==> config.mk <==
export PLATFORM = sky130hd
export DESIGN_NAME = register_bank
export DESIGN_NICKNAME = d
export VERILOG_FILES = /design/src/rtl/cpu_pkg.sv /design/src/rtl/reg_cell.sv /design/src/rtl/register_bank.sv
export SDC_FILE = /design/constraint.sdc
export NUM_CORES = 1
export LEC_CHECK = 0
export ABC_AREA = 1
export CAP_MARGIN = 0
export CORE_MARGIN = 5
export CORE_UTILIZATION = 25
export DETAILED_ROUTE_END_ITERATION = 10
export GPL_ROUTABILITY_DRIVEN = 0
export PLACE_DENSITY_LB_ADDON = 0.25
export SLEW_MARGIN = 20
export SYNTH_ARGS = -nofsm -noshare
export SYNTH_HDL_FRONTEND = slang
export SYNTH_SLANG_ARGS = --single-unit
==> constraint.sdc <==
create_clock -name clock -period 5.5 [get_ports clock]
set_input_delay 1.375 -clock clock [delete_from_list [all_inputs] [get_ports clock]]
set_output_delay 1.375 -clock clock [all_outputs]
set_load 0.05 [all_outputs]
==> src/rtl/cpu_pkg.sv <==
// cpu_pkg: shared datapath constants and select-vector helpers
package cpu_pkg;
  localparam int DATA_W_DEF   = 16;
  localparam int NUM_REGS_DEF = 8;
  function automatic int onehot_count(input logic [15:0] v);
    int n;
    n = 0;
    for (int i = 0; i < 16; i++) n += int'(v[i]);
    return n;
  endfunction
endpackage

==> src/rtl/reg_cell.sv <==
// reg_cell: one bank register with clear > load > increment > hold priority
module reg_cell #(
  parameter int DATA_W  = 16,
  parameter bit HAS_INC = 1'b0
) (
  input  logic              clock,
  input  logic              resetn,
  input  logic              clear,
  input  logic              ld,
  input  logic              inc,
  input  logic [DATA_W-1:0] d,
  output logic [DATA_W-1:0] q
);
  always_ff @(posedge clock or negedge resetn)
    if (!resetn) q <= '0;
    else q <= clear ? '0 : ld ? d : (HAS_INC && inc) ? q + 1'b1 : q;
endmodule

==> src/rtl/register_bank.sv <==
// register_bank: register file with one-hot load/read selects and optional PC on the top register
module register_bank
  import cpu_pkg::*;
#(
  parameter int DATA_W   = DATA_W_DEF,
  parameter int NUM_REGS = NUM_REGS_DEF,
  parameter bit PC_EN    = 1'b1
) (
  input  logic                       clock,
  input  logic                       resetn,
  input  logic [DATA_W-1:0]          buswires,
  input  logic [NUM_REGS-1:0]        rin,
  input  logic [NUM_REGS-1:0]        rout,
  input  logic                       incr_pc,
  input  logic                       clear,
  output logic [DATA_W-1:0]          bus_out,
  output logic                       bus_valid,
  output logic                       sel_err,
  output logic [DATA_W-1:0]          pc_out,
  output logic [NUM_REGS*DATA_W-1:0] regs_flat
);
  logic [DATA_W-1:0] q [NUM_REGS];
  for (genvar g = 0; g < NUM_REGS; g++) begin : g_cell
    reg_cell #(.DATA_W(DATA_W), .HAS_INC(PC_EN && (g == NUM_REGS-1))) u_cell (
      .clock(clock), .resetn(resetn), .clear(clear), .ld(rin[g]),
      .inc(incr_pc), .d(buswires), .q(q[g])
    );
    assign regs_flat[g*DATA_W +: DATA_W] = q[g];
  end
  // Scan high to low so the lowest selected index wins on multi-select
  always_comb begin
    bus_out = '0;
    for (int i = NUM_REGS-1; i >= 0; i--) if (rout[i]) bus_out = q[i];
  end
  assign bus_valid = |rout;
  assign sel_err   = onehot_count(16'(rout)) > 1;
  assign pc_out    = q[NUM_REGS-1];
endmodule
### Word-level counts from Yosys, hierarchy flattened

Index checks and enable logic that the tools add are counted.

| word-level totals | value |
|---|---|
| input port bits | 36 |
| register bits after elaboration | 128 |
| word-level logic and storage cells | 51 |
| output and inout bits | 162 |

| cells by class | value |
|---|---|
| reductions and logical operators | 9 |
| multiplexer cells | 25 |
| add/subtract/negate cells | 8 |
| magnitude comparators | 1 |

Operators with widths:

| cell | number |
|---|---|
| 16-bit two-way mux | 25 |
| 16-bit by 1-bit adder with 16-bit output, second input constant | 1 |
| 2-bit nonzero test | 7 |
| 7-bit by 1-bit adder with 8-bit output | 1 |
| 8-bit by 1-bit greater-than comparator with 1-bit output, second input constant | 1 |
| 8-bit OR reduction | 1 |
| 6-bit by 1-bit adder with 7-bit output | 1 |
| 5-bit by 1-bit adder with 6-bit output | 1 |
| 4-bit by 1-bit adder with 5-bit output | 1 |
| 3-bit by 1-bit adder with 4-bit output | 1 |
| 2-bit by 1-bit adder with 3-bit output | 1 |
| 3-bit nonzero test | 1 |
| 1-bit by 1-bit adder with 2-bit output | 1 |

### Logic depth before layout (Yosys ltp)

| logic depth | value |
|---|---|
| depth after elaboration | 8 |
| gate-level depth with buffers | 13 |
| mapped depth without buffers | 12 |

### By module

Synthesis repeated with hierarchy kept, for this count alone.

| unflattened totals | value |
|---|---|
| cells, all modules | 1017 |
| area total of the unflattened synthesis | 7455.9 um2 |

Modules (own cells, without submodules):

| module | sequential area each (um2) | area an instance (um2) | cells each | instances |
|---|---|---|---|---|
| reg_cell at g_cell[0].u_cell ... | 400.4 | 650.6 | 70 | 7 |
| register_bank | 0.0 | 1706.6 | 348 | 1 |
| reg_cell at g_cell[7].u_cell | 400.4 | 1194.9 | 179 | 1 |

### Worst setup path after synthesis

Ideal clock, no wire load.

| path | value |
|---|---|
| kind | input port to output port |
| start | input port rout[5] |
| end | output port sel_err |
| cell stages on the path | 10 |
| path slack | -0.145 ns |
| data required time | 4.125 ns |
| data arrival time | 4.270 ns |
| path buffers | 2 |
| path through | buf_2 clkinv_1 buf_2 fa_1 fa_1 inv_1 ha_1 inv_1 fa_1 o211ai_1 |

| between the ends | value |
|---|---|
| longest elaborated chain between the ends | 4 |

Ends and longest elaborated chain:

| item | RTL line | text |
|---|---|---|
| start: declaration | register_bank.sv:13 | `input logic [NUM_REGS-1:0] rout,` |
| 5-bit by 1-bit adder with 6-bit output | cpu_pkg.sv:8 | `for (int i = 0; i < 16; i++) n += int'(v[i]);` |
| 6-bit by 1-bit adder with 7-bit output | cpu_pkg.sv:8 |  |
| 7-bit by 1-bit adder with 8-bit output | cpu_pkg.sv:8 |  |
| 8-bit by 1-bit greater-than comparator with 1-bit output | register_bank.sv:36 | `assign sel_err = onehot_count(16'(rout)) > 1;` |
| end: declaration | register_bank.sv:18 | `output logic sel_err,` |

Every way passes these cells.

### Worst setup path in the final report

| path | value |
|---|---|
| start | input port rout[0] |
| end | output port sel_err |

| between the ends | value |
|---|---|
| longest elaborated chain between the ends | 8 |

Ends and longest elaborated chain:

| item | RTL line |
|---|---|
| 1-bit by 1-bit adder with 2-bit output | cpu_pkg.sv:8 |
| 2-bit by 1-bit adder with 3-bit output | cpu_pkg.sv:8 |
| 3-bit by 1-bit adder with 4-bit output | cpu_pkg.sv:8 |
| 4-bit by 1-bit adder with 5-bit output | cpu_pkg.sv:8 |
| 5-bit by 1-bit adder with 6-bit output | cpu_pkg.sv:8 |
| 6-bit by 1-bit adder with 7-bit output | cpu_pkg.sv:8 |
| 7-bit by 1-bit adder with 8-bit output | cpu_pkg.sv:8 |
| 8-bit by 1-bit greater-than comparator with 1-bit output | register_bank.sv:36 |

Every way passes these cells.

==> results.py <==
metrics = {
    "clock_network": {
        "htree_num_levels": 4,
        "path_clk_slew_ns": 0.06,
        "clock_insertion_delay_worst_skew_ns": 0.41,
        "cts-root-to-sink-buffers": 2,
        "cts_num_sinks": 128,
        "numCtsBuffers": 17,
        "cts_tree": "yes",
        "ctsRootBufferMaster": "clkbuf_16",
        "cts.hold.buffers_added": 0,
    },
    "place": {
        "placement.cell_area_sq_um": 9130,
        "place.detailed.hpwl_microns": 19400,
        "port_buffers": 197,
    },
    "sta": {
        "rsz0062_at_grt": "yes",
        "final.period_utilization_pct": 102,
        "setup_slack_ns": -0.0952,
        "worst_tran_pin_value_ns": 1.08,
        "final_period_minus_worst_setup_slack_ns": 5.60,
        "final-hold-violation-count": 0,
        "finalClockSkew_ns": 0.00320,
        "finalSetupViolations": 1,
        "slew-limit-headroom_pct": 27.8,
        "finalMaxSlewViolations": 0,
        "max_freq_mhz": 179,
    },
    "setup_path": {
        "critPathMostFrequentCell": "fa_1",
        "timing.critical_path.slowest_cell_delay_ns": 0.55,
        "worstPathArrival_ns": 4.22,
        "critical_path.n_buffers_inverters": 6,
        "crit_path_start_kind": "input port",
        "path_class": "input port to output port",
        "crit_path_cell_trace": "buf_6 -> fa_1 -> inv_2 -> fa_1 -> fa_1 -> inv_1 -> ha_2 -> inv_2 -> fa_2 -> buf_6 -> o211ai_1 -> clkbuf_16",
        "cpLargestDelayFamily": "adder cells",
        "path_max_fanout": 2,
        "critical_path_required_ns": 4.12,
        "cp-end-kind": "output port",
        "worst_path_max_delay_cell": "fa_1",
    },
    "synth": {
        "netlist_area_sq_um": 6760,
        "syn-mean-instance-area_sq_um": 7.27,
        "post-synth-top-area-fraction_pct": 47.4,
        "cell_types_with_the_largest_area_share_after_synthesis": "dfrtp_1 (47%), nand2_1 (21%), o21ai_0 (9.0%), nor2_1 (6.0%), a21oi_1 (2.2%)",
        "postSynthNetCount": 974,
        "synthDistinctLibCells": 28,
        "sequential_element_share_of_the_synthesized_area_pct": 47.4,
        "ys_warn_count": 0,
        "synthDominantAreaCellType": "dfrtp_1",
        "synth_cells": 929,
        "ys_seq_elements": 128,
    },
    "floorplanning": {
        "effective_utilization_at_floorplan_pct": 25.2,
        "chipHeight_microns": 174,
        "die_width_microns": 174,
        "dieArea_sq_um": 30400,
        "num_io_pins": 198,
        "rows": 60,
        "core-area_sq_um": 26800,
    },
    "power_and_ir_drop": {
        "net_switching_component_of_the_power_mw": 1.04,
        "switching_share_pct": 34.3,
        "p_comb_share_pct": 26.2,
        "proportion_of_power_drawn_by_flip_flops_and_latches_pct": 34.9,
        "clock_power_share_pct": 38.9,
        "cellPowerDensity_nw_per_um2": 312,
        "worst_ir_drop_vdd_v": 0.000164,
        "leakage_power_nw": 4.39,
        "p_int_mw": 2.00,
    },
    "route": {
        "num_vias": 6654,
        "drt-vias-per-instance": 4.56,
        "initialDrtViolationCount": 456,
        "route.detailed.drc": 0,
        "drtPass1Iterations": 5,
        "routed_wire_length_microns": 26100,
        "ant_nets": 0,
        "route.detailed.wl_per_inst_microns": 17.9,
    },
    "finish": {
        "area_growth_pct": 44.9,
        "largest_reg_flops": 128,
        "top_register": "g_cell.u_cell.q",
        "final_layout_size_suffix_gt1_share_pct": 8.50,
        "final_design_area_no_fill_sq_um": 9790,
        "reg.largest.list": "g_cell.u_cell.q (128)",
        "final_core_utilization_pct": 36.5,
        "nNetsFinal": 1149,
        "antenna-diode-count": 0,
    },
    "global_route": {
        "grt_first_pass_wirelength_microns": 41200,
        "grt_pass1_vias": 6784,
        "grt_antenna_before_repair": 0,
        "grt_most_used_layer": "met2",
        "grt-ovfl-total": 0,
        "global_route.usage.met2_pct": 29.0,
        "met1_track_demand_over_resource_pct": 22.7,
        "grt_max_degree": 67,
        "grt_util_all_layers_pct": 17.3,
        "gr-usage-met3_pct": 3.37,
    },
    "status": {
        "violations": "negative setup slack",
        "outcome": "finished, violations left",
    },
    "min_path": {
        "worst_hold_class": "register to register",
    },
    "job": {
        "maxCapViolations": 0,
    },
}
[logic make-up after synthesis]
logic type,count (synthesis),share of synthesized area [%]
AO/OA/AOI/OAI,156,11.7
XOR/XNOR,6,0.778
adder cells (fa/ha/maj),9,2.11
buffers and inverters,96,7.04
flip-flops,128,47.4
AND/OR/NAND/NOR,534,30.9
[synthesized netlist by cell type]
cell,n
a21oi_1,30
and3_1,1
buf_1,3
buf_2,14
buf_4,20
buf_6,3
clkbuf_1,18
clkinv_1,3
dfrtp_1,128
fa_1,4
ha_1,5
inv_1,35
nand2_1,384
nand3_1,21
nand3b_1,1
nand4_1,3
nor2_1,108
nor2_2,10
nor2_4,1
nor3_1,3
nor3_2,1
o211ai_1,1
o21ai_0,121
o21ai_2,1
o22ai_1,1
o31ai_1,2
or2_1,1
xor2_1,6
[power by group through the flow]
stage / Combinational, mW / Sequential, mW / Clock, mW
after floorplan: 0.283 / 1.26 / 0
after global placement: 0.788 / 1.08 / 0
after detailed placement: 0.795 / 1.08 / 0
after CTS: 0.811 / 1.06 / 1.22
after global routing: 0.856 / 1.07 / 1.26
final: 0.800 / 1.06 / 1.19
[tightest hold or removal path, delay by kind of cell (launching register included)]
family / cells / cell delay (ns)
DFF: 1 / 0.36
AOI/OAI and AO/OA: 1 / 0.06
and+or+nand+nor: 1 / 0.05
[metrics by stage]
stage / power (mW) / cells / TNS, ns / hold WS (ns) / setup slack, ns
after global placement: 1.87 / 1423 / -0.323 / 0.489 / -0.323
final: 3.05 / 1458 / -0.0952 / 0.505 / -0.0952
after global routing: 3.18 / 1458 / -0.204 / 0.527 / -0.204
after detailed placement: 1.87 / 1423 / -0.391 / 0.496 / -0.391
after floorplan: 1.54 / 929 / -0.0857 / 0.784 / -0.0857
after CTS: 3.09 / 1456 / -0.246 / 0.511 / -0.246
[metal layers]
layer | vias up | part of all wire, %
met2 | 179 | 49
met5 | - | 0
met4 | 0 | 2.0
met1 | 3168 | 44
met3 | 29 | 5.1
li1 | 3278 | -
[area by class of cell]
| type | count | area [sq um] |
|---|---|---|
| Tap cell | 341 | 427 |
| Sequential cell | 128 | 3200 |
| Multi-Input combinational cell | 705 | 3100 |
| Inverter | 38 | 144 |
| Clock inverter | 12 | 160 |
| Clock buffer | 20 | 457 |
| Fill cell | 2761 | 17000 |
| Timing Repair Buffer | 214 | 2300 |
[cell usage in the layout, fill, tap and decap left out, types with 2 or more instances in the layout]
cell	instances
a21oi_1	30
buf_12	18
buf_4	16
buf_6	3
bufinv_16	3
clkbuf_16	18
clkbuf_8	2
clkdlybuf4s50_1	175
clkinv_1	2
clkinv_2	2
clkinv_4	4
clkinvlp_4	4
dfrtp_1	128
fa_1	3
ha_1	4
inv_1	33
inv_2	2
nand2_1	384
nand3_1	21
nand4_1	3
nor2_1	101
nor2_2	17
nor3_1	3
o21ai_0	121
o31ai_1	2
xor2_1	6
[timing repair]
item | CTS | global route
gates cloned | 0 | 0
resized for setup | 17 | 4
setup endpoints to repair | 1 | 1
setup buffers | 1 | 2
pin swaps | 6 | 6
[path summary, 6_finish.rpt]
| kind | cells after the start | slack [ns] | startpoint | to |
|---|---|---|---|---|
| setup / recovery | 12 | -0.1 | rout[0] | sel_err |
| hold / removal | 2 | 0.50 | g_cell[5].u_cell.q[3] | g_cell[5].u_cell.q[3] |
| setup reg to reg | 7 | 3.61 | g_cell[7].u_cell.q[0] | g_cell[7].u_cell.q[8] |
| hold reg to reg | 2 | 0.50 | g_cell[5].u_cell.q[3] | g_cell[5].u_cell.q[3] |
| max in group asynchronous | 2 | 3.56 | resetn | g_cell[3].u_cell.q[3] |
| min in group asynchronous | 1 | 1.07 | resetn | g_cell[6].u_cell.q[9] |
(Power assumes the default switching activity.)
